`config.mk`:
```
export PLATFORM = sky130hd
export DESIGN_NAME = result_uart_drain
export DESIGN_NICKNAME = d
export VERILOG_FILES = /design/src/rtl/drain_pkg.sv /design/src/rtl/uart_tx_8n1.sv /design/src/rtl/result_uart_drain.sv
export SDC_FILE = /design/constraint.sdc
export NUM_CORES = 1
export LEC_CHECK = 0
export ABC_AREA = 0
export CAP_MARGIN = 20
export CORE_MARGIN = 2
export CORE_UTILIZATION = 43
export DETAILED_ROUTE_END_ITERATION = 6
export HOLD_SLACK_MARGIN = 0.02
export PLACE_DENSITY = 0.73
export SYNTH_ARGS = -nofsm -noshare
export SYNTH_HDL_FRONTEND = slang
export SYNTH_SLANG_ARGS = --single-unit
```
`constraint.sdc`:
```
create_clock -name clk -period 4.2 [get_ports clk]
set_clock_uncertainty 0.1 [all_clocks]
set_input_delay 0.63 -clock clk [delete_from_list [all_inputs] [get_ports clk]]
set_output_delay 0.63 -clock clk [all_outputs]
set_load 0.02 [all_outputs]
```
`src/rtl/drain_pkg.sv`:
```
// Shared definitions for the result drain: FSM encoding, byte layout of a
// result word on the UART, and the byte selector used by the drain FSM.
package drain_pkg;

   localparam int BYTES_PER_WORD = 3;
   localparam int BUF_W          = BYTES_PER_WORD * 8;

   typedef enum logic [2:0] {
      IDLE,
      SAMPLE,
      TX,
      READ_HI,
      READ_LO,
      FIN
   } drain_state_t;

   // Byte 0 is the most significant byte of the buffer, so words leave MSB first.
   function automatic logic [7:0] pick_byte(input logic [BUF_W-1:0] word_buf,
                                            input logic [1:0] idx);
      logic [7:0] b;
      case (idx)
         2'd0:    b = word_buf[23:16];
         2'd1:    b = word_buf[15:8];
         default: b = word_buf[7:0];
      endcase
      return b;
   endfunction

endpackage

```
`src/rtl/uart_tx_8n1.sv`:
```
// UART 8N1 transmitter. A start request is taken when idle or in the last
// clock of a stop bit, so consecutive frames follow with no idle bits.
module uart_tx_8n1 #(
   parameter int CLKS_PER_BIT = 434
) (
   input  logic       clk,
   input  logic       rst,
   input  logic       tx_start,
   input  logic [7:0] tx_data,
   output logic       tx,
   output logic       tx_busy,
   output logic       tx_done
);

   localparam int CW = (CLKS_PER_BIT > 2) ? $clog2(CLKS_PER_BIT) : 1;
   localparam logic [CW-1:0] CNT_END = CW'(CLKS_PER_BIT - 1);
   localparam logic [CW-1:0] CNT_PRE = CW'(CLKS_PER_BIT - 2);

   logic [CW-1:0] baud_cnt;
   logic [3:0]    bit_idx;
   logic [7:0]    data;

   // Bit index 0 is the start bit, 1..8 are data LSB first, 9 is the stop bit;
   // tx_done is registered so it is high during the final stop-bit clock.
   always_ff @(posedge clk or negedge rst) begin
      if (!rst) begin
         tx       <= 1'b1;
         tx_busy  <= 1'b0;
         tx_done  <= 1'b0;
         baud_cnt <= '0;
         bit_idx  <= '0;
         data     <= '0;
      end else begin
         tx_done <= 1'b0;
         if (tx_busy) begin
            if (baud_cnt == CNT_PRE && bit_idx == 4'd9)
               tx_done <= 1'b1;
            if (baud_cnt == CNT_END) begin
               baud_cnt <= '0;
               if (bit_idx == 4'd9) begin
                  if (tx_start) begin
                     tx      <= 1'b0;
                     data    <= tx_data;
                     bit_idx <= '0;
                  end else begin
                     tx      <= 1'b1;
                     tx_busy <= 1'b0;
                  end
               end else begin
                  bit_idx <= bit_idx + 4'd1;
                  tx      <= (bit_idx == 4'd8) ? 1'b1 : data[bit_idx[2:0]];
               end
            end else begin
               baud_cnt <= baud_cnt + 1'b1;
            end
         end else if (tx_start) begin
            tx_busy  <= 1'b1;
            tx       <= 1'b0;
            data     <= tx_data;
            bit_idx  <= '0;
            baud_cnt <= '0;
         end
      end
   end

endmodule

```
`src/rtl/result_uart_drain.sv`:
```
// Drains NUM_RESULTS accelerator words after each done rising edge and sends
// each as three MSB-first bytes over UART, pulsing acc_read once per word.
module result_uart_drain
   import drain_pkg::*;
#(
   parameter int WORD_W       = 18,
   parameter int NUM_RESULTS  = 8,
   parameter int CLKS_PER_BIT = 434,
   parameter int READ_HOLD    = 3
) (
   input  logic              clk,
   input  logic              rst,
   input  logic              acc_done,
   input  logic [WORD_W-1:0] acc_out,
   output logic              acc_read,
   output logic              tx,
   output logic              busy,
   output logic              drained
);

   localparam int CNT_W  = $clog2(NUM_RESULTS + 1);
   localparam int HOLD_W = $clog2(READ_HOLD + 1);
   localparam logic [CNT_W-1:0]  CNT_LAST  = CNT_W'(NUM_RESULTS);
   localparam logic [HOLD_W-1:0] HOLD_LAST = HOLD_W'(READ_HOLD - 1);
   localparam logic [1:0]        BYTE_LAST = 2'(BYTES_PER_WORD - 1);

   drain_state_t      state;
   logic              done_q;
   logic              done_d;
   logic              done_rise;
   logic [CNT_W-1:0]  word_cnt;
   logic [CNT_W-1:0]  word_next;
   logic [HOLD_W-1:0] hold_cnt;
   logic [BUF_W-1:0]  word_buf;
   logic [1:0]        byte_idx;
   logic              launch;
   logic              tx_start;
   logic [7:0]        tx_data;
   logic              tx_busy;
   logic              tx_done;

   assign done_rise = done_q & ~done_d;
   assign word_next = word_cnt + 1'b1;

   // Done synchroniser and edge history; both reset high so a done level
   // already present when reset releases is not mistaken for a new edge.
   always_ff @(posedge clk or negedge rst) begin
      if (!rst) begin
         done_q <= 1'b1;
         done_d <= 1'b1;
      end else begin
         done_q <= acc_done;
         done_d <= done_q;
      end
   end

   // The first byte of a word is launched from the registered launch flag;
   // later bytes are chained on tx_done so frames run back to back.
   always_comb begin
      tx_start = 1'b0;
      tx_data  = pick_byte(word_buf, 2'd0);
      if (state == TX) begin
         if (launch && !tx_busy) begin
            tx_start = 1'b1;
         end else if (tx_done && byte_idx != BYTE_LAST) begin
            tx_start = 1'b1;
            tx_data  = pick_byte(word_buf, byte_idx + 2'd1);
         end
      end
   end

   // Drain FSM with registered busy, drained and acc_read outputs.
   always_ff @(posedge clk or negedge rst) begin
      if (!rst) begin
         state    <= IDLE;
         busy     <= 1'b0;
         drained  <= 1'b0;
         acc_read <= 1'b0;
         word_cnt <= '0;
         hold_cnt <= '0;
         word_buf <= '0;
         byte_idx <= '0;
         launch   <= 1'b0;
      end else begin
         case (state)
            IDLE: begin
               drained <= 1'b0;
               if (done_rise) begin
                  busy     <= 1'b1;
                  word_cnt <= '0;
                  state    <= SAMPLE;
               end
            end
            SAMPLE: begin
               word_buf <= BUF_W'(acc_out);
               byte_idx <= '0;
               launch   <= 1'b1;
               state    <= TX;
            end
            TX: begin
               launch <= 1'b0;
               if (tx_done) begin
                  if (byte_idx == BYTE_LAST) begin
                     hold_cnt <= '0;
                     acc_read <= 1'b1;
                     state    <= READ_HI;
                  end else begin
                     byte_idx <= byte_idx + 2'd1;
                  end
               end
            end
            READ_HI: begin
               if (hold_cnt == HOLD_LAST) begin
                  hold_cnt <= '0;
                  acc_read <= 1'b0;
                  state    <= READ_LO;
               end else begin
                  hold_cnt <= hold_cnt + 1'b1;
               end
            end
            READ_LO: begin
               if (hold_cnt == HOLD_LAST) begin
                  hold_cnt <= '0;
                  word_cnt <= word_next;
                  if (word_next == CNT_LAST) begin
                     drained <= 1'b1;
                     busy    <= 1'b0;
                     state   <= FIN;
                  end else begin
                     state <= SAMPLE;
                  end
               end else begin
                  hold_cnt <= hold_cnt + 1'b1;
               end
            end
            FIN: begin
               drained  <= 1'b0;
               word_cnt <= '0;
               state    <= IDLE;
            end
            default: state <= IDLE;
         endcase
      end
   end

   uart_tx_8n1 #(
      .CLKS_PER_BIT(CLKS_PER_BIT)
   ) u_uart (
      .clk     (clk),
      .rst     (rst),
      .tx_start(tx_start),
      .tx_data (tx_data),
      .tx      (tx),
      .tx_busy (tx_busy),
      .tx_done (tx_done)
   );

endmodule

```
# Word level (Yosys, flattened, before mapping)
# Index checks and enable logic that the tools add are counted.
# Widths: inputs -> output; s select.
# totals
register_bits	59
latch_bits	0
mem_bits_rw	0
romBits	0
in_bits	21
output_inout_bits	4
mem_count	0
# classes
add_sub_neg	5
mul	0
div_mod_pow	0
n_lt_le_gt_ge	1
n_eq_ne	23
shift	0
mux	61
n_bitwise	2
n_reduce_logical	24
# ops
cell	n
$mux 8	7
$mux 9	3
$mux 1	24
$mux 4	6
$eq 9x9->1 const B	2
$mux 3	6
$ne 2x2->1 const B	8
$pmux 8 s2	1
$pmux 3 s5	1
$eq 4x4->1 const B	3
$pmux 4 s3	1
$reduce_and 3->1	4
$reduce_bool 2->1	6
$mux 2	5
$add 9x1->9 const B	1
$add 4x1->4 const B	2
$pmux 1 s2	4
$pmux 2 s2	2
$reduce_and 4->1	2
$eq 3x2->1 const B	2
$eq 3x3->1 const B	2
$reduce_and 5->1	1
$add 2x1->2 const B	2
$eq 2x2->1 const B	2
other kinds (14)	19

# Depth between registers and ports, before layout
# Gate-level depths: netlist (run 1).
# depth
ltp_word	10
ltp_mapped	7

# By module
# From an unflattened synthesis (run 1), not the netlist that was laid out.
# hier_totals
cells_unflattened	297
area_unflattened_um2	3195.6
# modules_own_cells
mod	n_inst	cells_each	area_each_um2	seq_area_each_um2
result_uart_drain	1	166	1821.7	878.3
uart_tx_8n1	1	131	1373.8	601.8

# Worst setup path before layout (run 1)
# OpenSTA, ideal clock, no wires.
# synth_timing
kind	register to register
start	register u_uart.bit_idx[0]
end	register u_uart.data[0]
setup_time_ns	0.128
t_arrival_ns	1.714
t_required_ns	3.972
setup_slack_ns	2.258
stages_incl_launch_ff	6
period_less_slack_ns	1.942
cell_sequence	dfrtp_1 -> ha_1 -> nand3b_1 -> o31ai_1 -> nand2_2 -> mux2_1
# synth_via
elab_chain_len	3
# synth_lines
element	line_no	text
start, declared	uart_tx_8n1.sv:20	logic [3:0] bit_idx;
start signal, assigned	uart_tx_8n1.sv:50	bit_idx <= bit_idx + 4'd1;
$eq 4x4->1	uart_tx_8n1.sv:40	if (bit_idx == 4'd9) begin
$ne 2x2->1 (no source line)	n/a	
$reduce_and 2->1 (no source line)	n/a	
end signal, assigned	uart_tx_8n1.sv:43	data <= tx_data;
end signal, assigned	uart_tx_8n1.sv:59	data <= tx_data;
end, declared	uart_tx_8n1.sv:21	logic [7:0] data;
# Every way passes these cells.
# A chain may end at the register's enable or synchronous reset.

# Final worst setup path (run 1)
# layout_timing
start	register u_uart.tx
end	output port tx
# layout_lines
element	line_no	text
start, declared	uart_tx_8n1.sv:10	output logic tx,
start signal, assigned	uart_tx_8n1.sv:51	tx <= (bit_idx == 4'd8) ? 1'b1 : data[bit_idx[2:0]];
end, declared	result_uart_drain.sv:16	output logic tx,
# No word-level cell between the ends.

==> results by group, run 1 <==
Run status
  • Status: finished, final reports clean

Clocking
  • Clk slew on worst S/H paths: 0.08 ns
  • CTS tree: done
  • CTS Buf Count: 9
  • Clk_lat worst skew: 0.35 ns
  • # Post-CTS Setup Buffers: 0
  • # H-tree levels: 3
  • CTS resizes: 0
  • Max Buffers Root-to-Sink: 2
  • Cts hold-fix bufs: 0
  • Root buf cell: clkbuf_8
  • Clock sink total: 59

Global route
  • GR Util met1: 0.222
  • Global-route wire length before repair: 10.0 mm
  • GR peak layer: met2
  • Number of global-route vias before repair: 2,124
  • Met3 usage: 0.0360
  • Largest net degree at the start of global routing: 60
  • GRT Total Usage: 0.166
  • Met2 Use GR: 0.253
  • Initial antenna violation count: 0
  • Gr ovfl total: 0

Placed design
  • DP HPWL: 4.09 mm
  • Pre-CTS setup slack: 2.02 ns
  • Placed Instance Area: 3450 µm²
  • Placed cells: 403
  • PortBufs: 24
  • Routability cong.: 0.777

Floorplanning
  • Die area: 8020 µm²
  • Starting Density: 0.438
  • # rows: 31
  • IO Pins: 25
  • Die X: 89.5 µm
  • DIE HEIGHT: 89.5 µm
  • CORE AREA: 7180 µm²

Critical path
  • CP max stage cell: clkdlybuf4s50_1
  • CP max FO: 3
  • Crit path required time: 3.47 ns
  • CP Launch Type: flip-flop
  • RR Startpoint: u_uart.bit_idx[0]
  • Worst path depth: 1
  • Critical-path cell list: clkdlybuf4s50_1
  • Worst flop-to-flop path endpoint: u_uart.data[2]
  • Critical path type: flip-flop to output pin
  • CP Data Arrival Time: 1.49 ns
  • Crit path launch: u_uart.tx
  • Worst R2R Path Depth: 5
  • WP buf/inv: 1
  • Largest stage delay, worst path: 0.61 ns
  • Setup crit end kind: output pin
  • CP Capture Point: tx
  • Worst path top cell family by delay: buffers and inverters
  • Register-to-register setup slack: 2.00 ns

Yosys
  • Number of synthesized flops with an enable pin: 0
  • Register area share after synthesis: 0.471
  • Synth async-reset ratio: 1.00
  • Largest area contributor in the netlist: dfrtp_1
  • Synth cell count leaders: dfrtp_1 (56), mux2_2 (22), nand2_1 (21), o21ai_0 (14), nor2_1 (13)
  • Main area contributors after synthesis: dfrtp_1 (45%), mux2_2 (7.9%), ha_1 (4.0%)
  • Top-count cell post-synth: dfrtp_1
  • Mapped Cells: 292
  • Top FF cell, synth: dfrtp_1
  • Syn_area_per_cell: 10.8 µm²
  • Synth top area share: 0.446
  • Yosys reg bits: 59
  • Net Count, Synth: 323
  • Synth warnings: 0
  • Netlist cell types: 62
  • Mapped cell area: 3150 µm²

Final layout
  • Synthesis-to-finish area growth: 16.3%
  • Layout cell share with drive strength beyond 1: 0.159
  • Final instance area: 3660 µm²
  • # nets final: 346
  • Diodes inserted: 0
  • Fillers: 640
  • Finished Layout Cells: 419

Detailed routing
  • DR pass1 iterations: 4
  • ANT nets after route: 0
  • DRC: 0
  • Routed vias: 2,285
  • Wirelength, routed: 5.94 mm
  • DR WL/cell: 14.2 µm
  • DRT iter0 DRCs: 171
  • Vias per cell: 5.45

STA
  • Slew Viols, Final: 0
  • Max-slew headroom: 0.337
  • Period minus WS final: 2.22 ns
  • Worst slew pin tran: 0.990 ns
  • Worst Slack Setup Final: 1.98 ns
  • Worst hold margin: 0.281 ns
  • Setup TNS: 0 ns
  • RSZ-0062 raised after global routing: false
  • Maximum clock rate: 0.451 GHz
  • Final hold vios: 0
  • Period utilisation layout: 0.528
  • Final setup violating endpoints: 0

Flow run
  • Max cap viols: 0

Power and ir drop
  • Pleak: 0.00156 µW
  • VDD IR max: 0.358 mV
  • Cell Pwr Density: 577 nW/µm²

Hold path
  • Min-delay worst type: flip-flop to flip-flop
==> layout make-up <==
class	count	area [µm²]	share of cell area
timing repair buffer	25	243	0.0663
tap	99	124	0.0338
sequential	59	1480	0.404
multi-input combinational	208	1560	0.426
clock buffer	10	138	0.0376
clock inverter	6	71.3	0.0195
inverter	12	45.0	0.0123
==> where the power goes <==
group / leakage (µW) / internal [µW] / total (µW) / switching, µW
logic: 0.000721 / 331 / 644 / 313
clock network: 0.0000999 / 296 / 548 / 252
registers: 0.000741 / 740 / 918 / 178
total: 0.00156 / 1370 / 2110 / 743
==> placed cells by master (no fill, tap or decap), drive strengths merged, types with 4 or more instances in the layout <==
| master | n |
|---|---|
| nor3b | 5 |
| dfrtp | 56 |
| mux2 | 30 |
| nand2 | 22 |
| nor3 | 4 |
| nand3b | 5 |
| clkbuf | 10 |
| nand3 | 10 |
| inv | 15 |
| a22o | 5 |
| o21ai | 14 |
| ha | 10 |
| a22oi | 9 |
| a31oi | 5 |
| a21oi | 11 |
| nor2b | 6 |
| nand2b | 9 |
| clkdlybuf4s50 | 23 |
| nor2 | 13 |
==> registers in the layout, summed over array words and instances (netlist names) <==
| name | count |
|---|---|
| u_uart.tx | 1 |
| acc_read | 1 |
| word_cnt | 4 |
| state | 3 |
| word_buf | 18 |
| byte_idx | 2 |
| done_d | 1 |
| drained | 1 |
| u_uart.baud_cnt | 9 |
| busy | 1 |
| done_q | 1 |
| u_uart.tx_done | 1 |
| u_uart.bit_idx | 4 |
| hold_cnt | 2 |
| u_uart.tx_busy | 1 |
| u_uart.data | 8 |
| launch | 1 |
==> through the flow <==
step,util,power [µW]
5_1_grt,0.510,2260
4_1_cts,0.510,2120
2_1_floorplan,-,1430
6_report,0.510,2110
3_3_place_gp,0.481,1550
3_5_place_dp,0.481,1580
==> worst min-delay path by stage <==
stage	cells past startpoint	to	startpoint	slack, ns
final	0	done_d	done_q	0.28
after global routing	0	done_d	done_q	0.29
after floorplan	0	acc_read	rst	0.23
after global placement	0	done_d	done_q	0.26
after detailed placement	0	done_d	done_q	0.27
after CTS	0	done_d	done_q	0.28
==> kinds of logic (layout without fill, tap and decap cells) <==
kind of cell    after synthesis  in the layout  share of synthesized area
simple gates                 89             89                      0.155
compound gates               73             73                      0.167
flops                        59             59                      0.471
mux                          33             33                      0.125
buf+inv                      25             53                     0.0338
fa+ha+maj                    10             10                     0.0398
xor+xnor                      3              3                    0.00835
==> per-layer routing <==
metal | part of all wire | routed length [µm]
met1 | 0.47 | 2810
met2 | 0.47 | 2820
met3 | 0.030 | 177
met4 | 0.022 | 129
met5 | 0 | 0
Note: power is estimated with default switching activity, not from simulation.
==> run 2, diff against run 1 <==
--- a/config.mk
+++ b/config.mk
@@ -11,7 +11,7 @@
 export CORE_UTILIZATION = 43
 export DETAILED_ROUTE_END_ITERATION = 6
 export HOLD_SLACK_MARGIN = 0.02
-export PLACE_DENSITY = 0.73
+export PLACE_DENSITY = 0.75
 export SYNTH_ARGS = -nofsm -noshare
 export SYNTH_HDL_FRONTEND = slang
 export SYNTH_SLANG_ARGS = --single-unit
==> constraint.sdc (replaced) <==
create_clock -name clk -period 1.96 [get_ports clk]
set_clock_uncertainty 0.1 [all_clocks]
set_input_delay 0.294 -clock clk [delete_from_list [all_inputs] [get_ports clk]]
set_output_delay 0.294 -clock clk [all_outputs]
set_load 0.02 [all_outputs]
==> run 2 against run 1 <==
Net effect: die area is the same; flip-flop and latch count unchanged; routed wire length rose by 9.1%; register-to-register slack got worse by 1.9 ns; critical path depth up 5; clock power up 140%; design area rose by 8.8%.
==> results by group, run 2 (same netlist as run 1, synthesis figures left out) <==
Power and ir drop
  • Clock share of power: 0.261
  • Register share of total power: 0.366
  • Pint: 3340 µW
  • Switching part of the total power: 0.334
  • VDD IR max: 0.785 mV
  • P_sw: 1670 µW
  • Pleak: 0.00175 µW
  • Combinational share of power: 0.373
  • Cell Pwr Density: 1260 nW/µm²

Clocking
  • CTS Buf Count: 9
  • Max Buffers Root-to-Sink: 2
  • Root buf cell: clkbuf_8
  • CTS tree: done
  • Clk slew on worst S/H paths: 0.08 ns
  • Clock sink total: 59
  • # H-tree levels: 3
  • Clk_lat worst skew: 0.35 ns

Detailed routing
  • DR pass1 iterations: 4
  • Routed vias: 2,437
  • DRT iter0 DRCs: 111
  • ANT nets after route: 0
  • Met3 wire length: 180 µm
  • DR WL/cell: 14.5 µm
  • Wirelength, routed: 6.48 mm
  • Vias per cell: 5.46
  • Metal2 WL: 3.12 mm
  • Top layer used by detailed routing: met4
  • Metal-1 WL: 3.01 mm
  • DRC: 0

STA
  • Max-slew headroom: 0.702
  • Period minus WS final: 1.90 ns
  • Setup TNS: 0 ns
  • RSZ-0062 raised after global routing: true
  • Final setup violating endpoints: 0
  • Worst slew pin tran: 0.436 ns
  • Final hold vios: 0
  • Period utilisation layout: 0.971
  • Maximum clock rate: 0.525 GHz
  • Slew Viols, Final: 0
  • Worst hold margin: 0.241 ns

Final layout
  • Layout cell share with drive strength beyond 1: 0.259
  • Diodes inserted: 0
  • Leading registers by flop count: word_buf x18, u_uart.baud_cnt x9, u_uart.data x8
  • Finished Layout Cells: 446
  • Synthesis-to-finish area growth: 26.6%
  • Commonest cells after routing, fill and taps aside: dfrtp_1 (56), buf_4 (24), clkdlybuf4s50_1 (23)
  • Commonest non-fill, non-tap cell in the layout: dfrtp_1
  • Final instance area: 3980 µm²
  • Largest Register: word_buf
  • # nets final: 373
  • Max reg flops: 18

Flow run
  • Max cap viols: 0

Placed design
  • Placed Instance Area: 3660 µm²
  • Routability cong.: 0.980
  • Placed cells: 427
  • DP HPWL: 4.53 mm
  • PortBufs: 24

Hold path
  • Min-delay worst type: input pin to flip-flop

Floorplanning
  • IO Pins: 25
  • Starting Density: 0.438
  • Die X: 89.5 µm
  • # rows: 31
  • Die area: 8020 µm²
  • DIE HEIGHT: 89.5 µm
  • CORE AREA: 7180 µm²

Critical path
  • CP Data Arrival Time: 2.03 ns
  • Critical path type: flip-flop to flip-flop
  • Worst flop-to-flop path endpoint: u_uart.data[6]
  • RR Startpoint: u_uart.baud_cnt[1]
  • CP max FO: 8
  • CP Launch Type: flip-flop
  • Crit path launch: u_uart.baud_cnt[1]
  • Crit path required time: 2.09 ns
  • Worst R2R Path Depth: 6
  • Setup crit end kind: flip-flop
  • CP Capture Point: u_uart.data[6]
  • Register-to-register setup slack: 0.06 ns

Global route
  • GRT Total Usage: 0.180
  • Gr ovfl total: 0
  • Global-route wire length before repair: 11.0 mm
  • Number of global-route vias before repair: 2,377
  • Initial antenna violation count: 0
  • Largest net degree at the start of global routing: 60

Run status
  • Status: finished, final reports clean
## run 2: layer usage
layer,track usage,vias up
li1,-,1188
met2,0.283,43
met4,0.0611,0
met1,0.237,1189
met3,0.0572,17
met5,0,-
## run 2: power by group through the flow
| stage | clock network [µW] | logic (µW) | registers (µW) |
|---|---|---|---|
| finish | 1310 | 1870 | 1830 |
| global route | 1380 | 2070 | 1880 |
| CTS | 1330 | 1810 | 1830 |
| detailed placement | 0 | 1790 | 1860 |
| global placement | 0 | 1750 | 1840 |
| floorplan | 0 | 1260 | 1800 |
## run 2: layout make-up
| type | count | area (µm²) |
|---|---|---|
| multi-input combinational | 208 | 1620 |
| timing repair buffer | 52 | 477 |
| fill | 609 | 3190 |
| tap | 99 | 124 |
| sequential | 59 | 1480 |
| clock inverter | 5 | 83.8 |
| clock buffer | 11 | 151 |
| inverter | 12 | 45.0 |
## run 2: repair_timing
item / 4_1_cts / 5_1_grt
gates cloned: 0 / 0
hold endpoints to repair: 56 / 0
setup endpoints to repair: 1 / 10
hold buffers: 1 / 0
setup buffers: 0 / 2
resized for setup: 1 / 15
pin swaps: 0 / 3
## run 2: critical path, cell delays in order, from the launching register on
cell and delay, ns:
dfrtp_1 0.39, inv_1 0.11, ha_1 0.18, nand4bb_1 0.19
o31ai_4 0.32, nand2_4 0.17, mux2_4 0.33
## run 2: how the worst min path moves through the flow
| stage | endpoint | depth (start not counted) | slack (ns) | startpoint |
|---|---|---|---|---|
| after CTS | done_q | 1 | 0.23 | acc_done |
| after global placement | word_buf[13] | 2 | 0.22 | rst |
| after global routing | done_q | 1 | 0.23 | acc_done |
| after floorplan | acc_read | 0 | -0.10 | rst |
| after detailed placement | word_buf[5] | 2 | 0.23 | rst |
| final | done_q | 1 | 0.24 | acc_done |
## run 2: per-stage QoR
step            util  worst slack [ns]  total power (µW)
4_1_cts        0.544            0.0541              4980
3_3_place_gp   0.510            0.0867              3590
6_report       0.555            0.0562              5010
3_5_place_dp   0.510            0.0313              3650
5_1_grt        0.555           -0.0464              5340
2_1_floorplan      -            0.0181              3060
==> run 3, diff against run 2 <==
--- a/config.mk
+++ b/config.mk
@@ -7,7 +7,6 @@
 export LEC_CHECK = 0
 export ABC_AREA = 0
 export CAP_MARGIN = 20
-export CORE_MARGIN = 2
 export CORE_UTILIZATION = 43
 export DETAILED_ROUTE_END_ITERATION = 6
 export HOLD_SLACK_MARGIN = 0.02
==> run 3 against run 2 <==
Net effect: first-iteration DRC count down 9.0%; register-to-register slack about the same; global-route usage up 0.95 points; via count up 1.1%; combinational power about the same; critical path depth unchanged; core utilization up 1.5 points; clock-buffer cell count up 1; critical path type unchanged.
==> results by group, run 3 (same netlist as run 1, synthesis figures left out) <==
Run status
  • Status: finished, final reports clean

Final layout
  • Commonest non-fill, non-tap cell in the layout: dfrtp_1
  • Leading registers by flop count: word_buf x18, u_uart.baud_cnt x9, u_uart.data x8
  • Max reg flops: 18
  • # nets final: 371
  • Synthesis-to-finish area growth: 25.7%
  • Finished Layout Cells: 441
  • Fillers: 567
  • Diodes inserted: 0
  • Core Util, Final: 0.570
  • Largest Register: word_buf
  • Final instance area: 3960 µm²
  • Commonest cells after routing, fill and taps aside: dfrtp_1 (56), clkdlybuf4s50_1 (23), mux2_2 (22), buf_4 (22), nand2_1 (21)
  • Layout cell share with drive strength beyond 1: 0.255

Global route
  • Initial antenna violation count: 0
  • GRT Total Usage: 0.190
  • Gr ovfl total: 0
  • Largest net degree at the start of global routing: 43
  • Number of global-route vias before repair: 2,410
  • Global-route wire length before repair: 11.1 mm

Floorplanning
  • # rows: 30
  • CORE AREA: 6940 µm²
  • DIE HEIGHT: 87.5 µm
  • Starting Density: 0.453
  • IO Pins: 25
  • Die X: 87.5 µm
  • Die area: 7660 µm²

Critical path
  • Critical path type: flip-flop to flip-flop
  • CP Launch Type: flip-flop
  • CP max FO: 8
  • Crit path required time: 2.08 ns
  • Register-to-register setup slack: 0.06 ns
  • Setup crit end kind: flip-flop
  • CP Data Arrival Time: 2.02 ns

Power and ir drop
  • Combinational share of power: 0.373
  • Clock share of power: 0.253
  • Pwr Total: 4950 µW
  • Register share of total power: 0.375
  • Pleak: 0.00174 µW
  • Switching part of the total power: 0.336
  • VDD IR max: 0.699 mV
  • Pint: 3290 µW
  • P_sw: 1660 µW
  • Cell Pwr Density: 1250 nW/µm²

Clocking
  • Root buf cell: clkbuf_8
  • # H-tree levels: 3
  • Clk_lat worst skew: 0.34 ns
  • Max Buffers Root-to-Sink: 2
  • CTS tree: done
  • Clock sink total: 59
  • Clk slew on worst S/H paths: 0.07 ns
  • CTS Buf Count: 9

Flow run
  • Max cap viols: 0

Detailed routing
  • ANT nets after route: 0
  • DRT iter0 DRCs: 101
  • DR pass1 iterations: 4
  • Wirelength, routed: 6.64 mm
  • Routed vias: 2,465
  • DRC: 0
  • Vias per cell: 5.59
  • DR WL/cell: 15.0 µm

STA
  • Period utilisation layout: 0.968
  • Slew Viols, Final: 0
  • Worst slew pin tran: 0.432 ns
  • Max-slew headroom: 0.705
  • Worst hold margin: 0.249 ns
  • Period minus WS final: 1.90 ns
  • Final hold vios: 0
  • Maximum clock rate: 0.527 GHz
  • Final setup violating endpoints: 0

Placed design
  • PortBufs: 24
  • Placed Instance Area: 3630 µm²
  • DP HPWL: 4.50 mm
  • Placed cells: 421
  • Routability cong.: 0.912

Hold path
  • Min-delay worst type: input pin to flip-flop
==> run 3: stage by stage <==
stage,setup TNS (ns),setup WS (ns)
floorplan,0,0.0181
global placement,0,0.0923
detailed placement,0,0.0141
CTS,0,0.0280
global route,-0.0176,-0.00975
finish,0,0.0622
==> run 3: worst max-delay path, cell delays in order (launching register included) <==
cell       delay (ns)
dfrtp_1          0.41
inv_2            0.08
ha_1             0.16
nand4bb_1        0.20
o31ai_4          0.32
nand2_4          0.17
mux2_4           0.34
==> run 3: layout make-up <==
| type | instances | area, µm² | area share |
|---|---|---|---|
| clock buffers | 12 | 145 | 0.0367 |
| multi-input cells | 208 | 1630 | 0.412 |
| clock inverters | 4 | 73.8 | 0.0187 |
| inverters | 12 | 45.0 | 0.0114 |
| well taps | 96 | 120 | 0.0304 |
| flip-flops and latches | 59 | 1480 | 0.374 |
| repair buffers | 50 | 462 | 0.117 |
==> run 3: path summary, 6_finish.rpt <==
kind	start	endpoint	depth (start not counted)
max in group asynchronous	rst	u_uart.tx	3
worst max-delay path	u_uart.baud_cnt[1]	u_uart.data[2]	6
worst min-delay path	acc_done	done_q	1
worst max register to register	u_uart.baud_cnt[1]	u_uart.data[2]	6
worst min register to register	done_q	done_d	0
min in group asynchronous	rst	word_buf[6]	2
==> run 3: routing by layer <==
metal,vias up,track usage,part of all wire
met5,-,0,0
met1,1217,0.246,0.45
met3,14,0.0330,0.034
met4,0,0.112,0.023
met2,61,0.300,0.49
li1,1173,-,-
==> run 3: power by group through the flow <==
stage / Sequential [µW] / Combinational (µW) / Clock, µW
after floorplan: 1800 / 1260 / 0
after global routing: 1910 / 2020 / 1310
after CTS: 1850 / 1770 / 1270
after detailed placement: 1870 / 1750 / 0
after global placement: 1850 / 1700 / 0
final: 1850 / 1840 / 1250
==> run 3: repair_timing <==
action,CTS,global route
pin swaps,0,2
buffers inserted,0,3
hold buffers,1,0
endpoints found under the setup margin,8,10
hold endpoints to repair,15,0
cloned,0,0
gates resized for setup,1,18
